<file path="config.mk">
export PLATFORM = sky130hd
export DESIGN_NAME = branch_resolver
export DESIGN_NICKNAME = d
export VERILOG_FILES = /design/src/rtl/branch_resolver.sv
export SDC_FILE = /design/constraint.sdc
export NUM_CORES = 1
export LEC_CHECK = 0
export CELL_PAD_IN_SITES_DETAIL_PLACEMENT = 0
export CELL_PAD_IN_SITES_GLOBAL_PLACEMENT = 2
export CORE_MARGIN = 1.5
export CORE_UTILIZATION = 35
export CTS_BUF_LIST = sky130_fd_sc_hd__clkbuf_8
export DETAILED_ROUTE_END_ITERATION = 7
export GPL_ROUTABILITY_DRIVEN = 0
export PLACE_DENSITY_LB_ADDON = 0.1
export SLEW_MARGIN = 20
export SYNTH_ARGS = -nofsm -noshare
export SYNTH_HDL_FRONTEND = slang
export SYNTH_SLANG_ARGS = --single-unit
</file>
<file path="constraint.sdc">
create_clock -name clk -period 3.27 [get_ports clk]
set_clock_uncertainty 0.2 [all_clocks]
set_input_delay 0.654 -clock clk [delete_from_list [all_inputs] [get_ports clk]]
set_output_delay 0.654 -clock clk [all_outputs]
set_load 0.01 [all_outputs]
</file>
<file path="src/rtl/branch_resolver.sv">
// Client side of the 2-bit branch predictor: tracks in-flight branch predictions in order,
// resolves them against execute outcomes and flushes on mispredict. Optional stats: BRANCH_RESOLVER_STATS_EN.
module branch_resolver #(
    parameter int DEPTH = 4,
    parameter int PTR_W = $clog2(DEPTH)
) (
    input  logic             clk,
    input  logic             rst_n,
    input  logic             issue_valid,
    output logic             issue_ready,
    input  logic             resolve_valid,
    input  logic             resolve_taken,
    output logic             resolve_ready,
    output logic             pred_request,
    input  logic             pred_in,
    output logic             pred_result,
    output logic             pred_taken,
    output logic             fetch_pred,
    output logic             fetch_pred_valid,
    output logic             mispredict,
    output logic [PTR_W:0]   occupancy
`ifdef BRANCH_RESOLVER_STATS_EN
    ,
    input  logic             stat_clear,
    output logic [31:0]      stat_resolved,
    output logic [31:0]      stat_mispredict
`endif
);

    logic [DEPTH-1:0] ent_valid;
    logic [DEPTH-1:0] ent_pending;
    logic [DEPTH-1:0] ent_pred;
    logic [PTR_W-1:0] head;
    logic [PTR_W-1:0] tail;
    logic [PTR_W-1:0] cap_ptr;
    logic             cap_pending;

    logic accept;
    logic pop;
    logic flush;

    // issue_ready looks only at registered occupancy, so a same-cycle resolve cannot reopen it.
    assign issue_ready   = occupancy < (PTR_W+1)'(DEPTH);
    assign pred_request  = issue_valid & issue_ready;
    assign resolve_ready = ent_valid[head] & ~ent_pending[head];

    assign accept = pred_request;
    assign pop    = resolve_valid & resolve_ready;
    assign flush  = pop & (resolve_taken != ent_pred[head]);

    // NOTE: the entry flags are few flops, so they are reset with the pointers; a flush or reset then leaves no stale valid bit.
    always_ff @(posedge clk or negedge rst_n) begin
        if (!rst_n) begin
            ent_valid   <= '0;
            ent_pending <= '0;
            ent_pred    <= '0;
            head        <= '0;
            tail        <= '0;
            cap_ptr     <= '0;
            cap_pending <= 1'b0;
            occupancy   <= '0;
        end else begin
            // NOTE: non-blocking assignments let the flush branch below override earlier updates (last assignment wins).
            if (cap_pending) begin
                ent_pred[cap_ptr]    <= pred_in;
                ent_pending[cap_ptr] <= 1'b0;
            end
            if (pop) begin
                ent_valid[head] <= 1'b0;
                head            <= head + PTR_W'(1);
            end
            if (accept) begin
                ent_valid[tail]   <= 1'b1;
                ent_pending[tail] <= 1'b1;
                tail              <= tail + PTR_W'(1);
                cap_ptr           <= tail;
            end
            cap_pending <= accept;

            case ({accept, pop})
                2'b10:   occupancy <= occupancy + (PTR_W+1)'(1);
                2'b01:   occupancy <= occupancy - (PTR_W+1)'(1);
                default: occupancy <= occupancy;
            endcase

            // A mispredict discards every younger entry, including a same-cycle issue.
            if (flush) begin
                ent_valid   <= '0;
                ent_pending <= '0;
                head        <= '0;
                tail        <= '0;
                cap_pending <= 1'b0;
                occupancy   <= '0;
            end
        end
    end

    always_ff @(posedge clk or negedge rst_n) begin
        if (!rst_n) begin
            pred_result      <= 1'b0;
            pred_taken       <= 1'b0;
            mispredict       <= 1'b0;
            fetch_pred       <= 1'b0;
            fetch_pred_valid <= 1'b0;
        end else begin
            pred_result <= pop;
            if (pop) begin
                pred_taken <= resolve_taken;
            end
            mispredict       <= flush;
            fetch_pred_valid <= cap_pending & ~flush;
            if (cap_pending & ~flush) begin
                fetch_pred <= pred_in;
            end
        end
    end

`ifdef BRANCH_RESOLVER_STATS_EN
    always_ff @(posedge clk or negedge rst_n) begin
        if (!rst_n) begin
            stat_resolved   <= '0;
            stat_mispredict <= '0;
        end else if (stat_clear) begin
            stat_resolved   <= '0;
            stat_mispredict <= '0;
        end else begin
            if (pred_result) begin
                stat_resolved <= stat_resolved + 32'd1;
            end
            if (mispredict) begin
                stat_mispredict <= stat_mispredict + 32'd1;
            end
        end
    end
`endif

endmodule

</file>
# Word level (Yosys, flattened, before mapping)
# Cells that the tools add are included.
dict set report op_classes {
  eq_ne 3
  n_bitwise 13
  n_addsub 4
  mux 26
  reduce_logical 6
  order_cmp 7
}
# op n
set op_table {}
lappend op_table {{$mux 4} 6}
lappend op_table {{$lt 2x3->1 const B} 3}
lappend op_table {{$and 4x4->4} 2}
lappend op_table {{$mux 2} 4}
lappend op_table {{$not 4->4} 2}
lappend op_table {{$or 4x4->4} 2}
lappend op_table {{$mux 1} 7}
lappend op_table {{$bmux 1 s2} 3}
lappend op_table {{$demux 1 s2} 3}
lappend op_table {{$ge 2x1->1 const B} 3}
lappend op_table {{$pmux 3 s2} 1}
lappend op_table {{$and 1x1->1} 5}
lappend op_table {{$add 2x1->2 const B} 2}
lappend op_table {{$bwmux 4} 1}
lappend op_table {{$reduce_bool 2->1} 2}
lappend op_table {{$add 3x1->3 const B} 1}
lappend op_table {{$logic_and 1x1->1} 3}
lappend op_table {{$lt 3x3->1 const B} 1}
lappend op_table {{$mux 3} 1}
lappend op_table {{$reduce_bool 3->1} 1}
lappend op_table {{$sub 3x1->3 const B} 1}
lappend op_table {{$eq 2x1->1 const B} 1}
lappend op_table {{$eq 2x2->1 const B} 1}
lappend op_table {{$not 1->1} 2}
lappend op_table {{$ne 1x1->1} 1}
dict set report word_totals {
  wordCells 72
  inputBits 6
  reg_bits 27
}

# Longest topological paths before layout
dict set report logic_depth {
  word_depth 10
  mapped_depth 8
  depth_no_buf 7
}

# Worst setup path before layout
# No wires, ideal clock.
dict set report synth_timing {
  path_kind {input to register}
  start {in issue_valid}
  end {reg occupancy[1]}
  path_slack_ns 0.845
  n_path_buf 2
  arrival_time_ns 2.091
  setup_time_ns 0.134
  path_stages 7
  cell_sequence {nor2b_1 buf_2 buf_1 nor3_1 fa_1 mux2i_1 o22ai_1}
}
dict set report synth_between {
  elab_chain_cells 4
}
# element line_no
set synth_lines {}
lappend synth_lines {{start: declaration} 9} ;# input logic issue_valid,
lappend synth_lines {{$and 1x1->1 (*)} 44} ;# assign pred_request = issue_valid & issue_ready;
lappend synth_lines {{net pred_request} 14} ;# output logic pred_request,
lappend synth_lines {{$eq 2x1->1 / $eq 2x2->1 (equally long branches)} 80} ;# case ({accept, pop})
lappend synth_lines {{$pmux 3 s2} 80}
lappend synth_lines {{$mux 3} 87} ;# if (flush) begin
lappend synth_lines {{end signal: assignment} 81} ;# 2'b10: occupancy <= occupancy + (PTR_W+1)'(1);
lappend synth_lines {{end signal: assignment} 82} ;# 2'b01: occupancy <= occupancy - (PTR_W+1)'(1);
lappend synth_lines {{end signal: assignment} 83} ;# default: occupancy <= occupancy;
lappend synth_lines {{end: declaration} 21} ;# output logic [PTR_W:0] occupancy
# The timed path passes the listed nets; every way through them passes the cells marked *.
# A chain may end at the register's enable or synchronous reset.

# Worst setup path in the final report
dict set report layout_timing {
  start {reg head[1]}
  end {out resolve_ready}
}
dict set report layout_between {
  elab_chain_cells 4
}
# element line_no
set layout_lines {}
lappend layout_lines {{start: declaration} 33} ;# logic [PTR_W-1:0] head;
lappend layout_lines {{start signal: assignment} 70} ;# head <= head + PTR_W'(1);
lappend layout_lines {{$bmux 1 s2} 45} ;# assign resolve_ready = ent_valid[head] & ~ent_pending[head];
lappend layout_lines {{$mux 1 (implied by the code)} 45}
lappend layout_lines {{$not 1->1} 45}
lappend layout_lines {{$and 1x1->1 (*)} 45}
lappend layout_lines {{end: declaration} 13} ;# output logic resolve_ready,
# Mark *: on every way between the ends. The rest lies on a longest branch, timed or not. The select of a mux whose other input is x is not followed.

==> results.md <==
- H-tree depth: 1
- Core area: 3630 um2
- Fin nets: 150
- Net Switching: roughly 130 uW
- Clk pwr share: 0.318
- Comb power frac: 0.083
- Ys flop type: dfrtp_1
- Initial antenna violation count: 0
- TritonCTS buffer count: 3
- Io pins: 17
- Sequential power share: 0.599
- CP Data Required Time: 2420 ps
- Hold Vio Cnt, Final: 0
- WL/cell: between 10 and 15 um
- Post-synthesis sequential area ratio: 0.512
- Setup crit start kind: register
- Hold_buf cts: 0
- Core Rows: 22
- Max FO, Critical Path: 7
- Crit path DAT: around 2100 ps
- CTS Buffer Depth: 2
- Diode count: 0
- Drt pass-1 iters: 5
- Pwr/cell area: between 300 and 400 nW/um2
- Via count: about 920
- Switching share of total power: 0.228
- Layout area overhead: 20.8%
- Clock-pin transition on the worst setup and hold timing paths: 90 ps
- Final wirelength: ~2700 um
- # Post-CTS Setup Buffers: 0
- Highest Clock Rate: ~330 MHz
- Hold Path Class: reg -> reg
- TritonCTS clock tree: done
- Crit Path Category: reg -> out
- Synth Instances: 114
- Post-synth EDFFs: 0
- DRC: 0
- Slew headroom: 0.705
- Syn avg cell area: 11.6 um2
- Vias per Instance: between 5 and 6
- Total track usage: 0.149
- First-pass GRT wire length: roughly 4700 um
- Cell leakage power: just under 0.0007 uW
- Initial Utilization: 0.363
- Pint: ~450 uW
- Die area: approximately 4100 um2
- Max VDD drop: around 0.18 mV
- Max capacitance violation total: 0
- Flop and latch count out of synthesis: 27
- Post-route clock period utilization: 0.915
- Status: completed
- Setup TNS: 0 ps
- Post-CTS sizing: 0
- Synth cell types: 29
- Yosys warns: 0
- Layout cells sized above 1: 0.142
- Largest net degree at the start of global routing: 28
- Syn Nets: between 100 and 150
- Total global routing overflow: 0
- Hpwl dp: ~1900 um
- Initial DRC Count: 57
- Worst-Margin Slew: around 440 ps
- RSZ-0062 raised after global routing: no
- Crit. End Element: output port
- Input/output buffers: 16
- Post-DRT Antenna Nets: 0
- Final Slew Violations: 0
- Worst skew pair latency: 270 ps
- Fraction of registers with async set/reset: 1.00
- Setup violations, final: 0
- Fin crit period: approximately 3000 ps
- Sinks on Clock Net: 27
- Worst hold slack: approximately 310 ps
- Synth Cell Area: approximately 1300 um2
- Die W: 64.4 um
- Die H: between 60 and 70 um
- Root buffer cell: clkbuf_8
- Vias in the first global route: slightly above 900
## area by class of cell
type / instances / area [um2]
fill: 362 / 2040
sequential: 27 / 676
multi-input combinational: 76 / 599
timing repair buffer: 19 / 183
tap: 48 / 60.1
clock buffer: 3 / 41.3
inverter: 8 / 30.0
clock inverter: 1 / 3.75
## cells in the final DEF, fill, tap and decap left out
master	netlist	layout
mux4_2	2	2
nand3b_1	1	1
nand2b_1	5	5
xnor2_2	1	1
a21oi_1	10	10
a311oi_1	4	4
nor2_2	1	1
mux2i_1	2	2
nand4_1	1	1
nor2b_1	2	2
nand2_1	8	8
o22ai_1	2	2
buf_4	0	3
fa_1	1	1
clkdlybuf4s50_1	0	16
nor2_1	4	4
xnor2_1	2	2
nor3_1	4	4
dfrtp_1	27	27
a22o_1	1	1
nor3b_1	1	1
inv_1	7	8
ha_1	8	8
mux2_2	7	7
o21ai_0	3	3
o31a_1	1	1
clkbuf_8	0	3
mux2_4	1	1
inv_2	1	1
nand3_1	4	4
## power by group through the flow
stage	Sequential, uW	Clock [uW]	Combinational [uW]
CTS	351	194	49.6
floorplan	356	0	22.8
global placement	357	0	48.1
detailed placement	357	0	49.4
global route	352	212	55.8
finish	350	186	48.6
## state kept, by name, summed over array words and instances, names as in the netlist
| signal | count |
|---|---|
| fetch_pred_valid | 1 |
| fetch_pred | 1 |
| occupancy | 3 |
| ent_valid | 4 |
| pred_result | 1 |
| head | 2 |
| mispredict | 1 |
| cap_ptr | 2 |
| cap_pending | 1 |
| ent_pending | 4 |
| ent_pred | 4 |
| tail | 2 |
| pred_taken | 1 |
## through the flow
| step | worst slack, ps | total power [uW] | std cells | instance area [um2] | utilization |
|---|---|---|---|---|---|
| 6_report | 278 | 585 | 182 | 1590 | 0.438 |
| 3_5_place_dp | 406 | 407 | 178 | 1550 | 0.426 |
| 5_1_grt | 187 | 621 | 182 | 1590 | 0.438 |
| 3_3_place_gp | 416 | 405 | 178 | 1550 | 0.426 |
| 2_1_floorplan | 845 | 379 | 114 | 1320 | - |
| 4_1_cts | 275 | 595 | 182 | 1590 | 0.438 |
## logic make-up (layout without fill, tap and decap cells)
kind of cell	Yosys count	in the layout	synth area share
buffers and inverters	11	31	0.0332
muxes	12	12	0.120
AOI/OAI and AO/OA	21	21	0.0987
xor gates and xnor gates	3	3	0.0256
adders and majority gates	9	9	0.0911
and+or+nand+nor	31	31	0.119
DFF	27	27	0.512
## routing by layer
layer  vias to the layer above  part of all wire  global-route usage
met5                         -                 0                   0
met4                         0            0.0060              0.0399
met3                         2             0.023              0.0211
met2                        15              0.48               0.232
met1                       461              0.50               0.217
li1                        438                 -                   -
## cells in the mapped netlist, drive strengths merged (2+ instances only)
library cell / instances / area, um2
nor3: 4 / 20.0
nor2: 5 / 21.3
inv: 8 / 30.0
o21ai: 3 / 15.0
a21oi: 10 / 50.1
ha: 8 / 100
mux2: 8 / 93.8
a311oi: 4 / 35.0
nand2b: 5 / 31.3
nand2: 8 / 30.0
dfrtp: 27 / 676
xnor2: 3 / 33.8
nor2b: 2 / 12.5
buf: 3 / 13.8
mux4: 2 / 45.0
o22ai: 2 / 12.5
mux2i: 2 / 20.0
nand3: 4 / 20.0
## worst paths after layout
| path | slack [ps] | depth (start not counted) | endpoint | from |
|---|---|---|---|---|
| min in group asynchronous | 560 | 2 | mispredict | rst_n |
| hold / removal | 310 | 1 | ent_pred[3] | ent_pred[3] |
| max in group asynchronous | 2050 | 2 | ent_valid[3] | rst_n |
| hold reg to reg | 310 | 1 | ent_pred[3] | ent_pred[3] |
| setup reg to reg | 810 | 6 | occupancy[1] | head[1] |
| setup / recovery | 280 | 4 | resolve_ready | head[1] |
## worst max-delay path, cell delays in order, from the launching register on
cell and delay (ps):
dfrtp_1 450, inv_2 120, mux4_2 600, inv_1 150
clkdlybuf4s50_1 550
(Power assumes the default switching activity.)
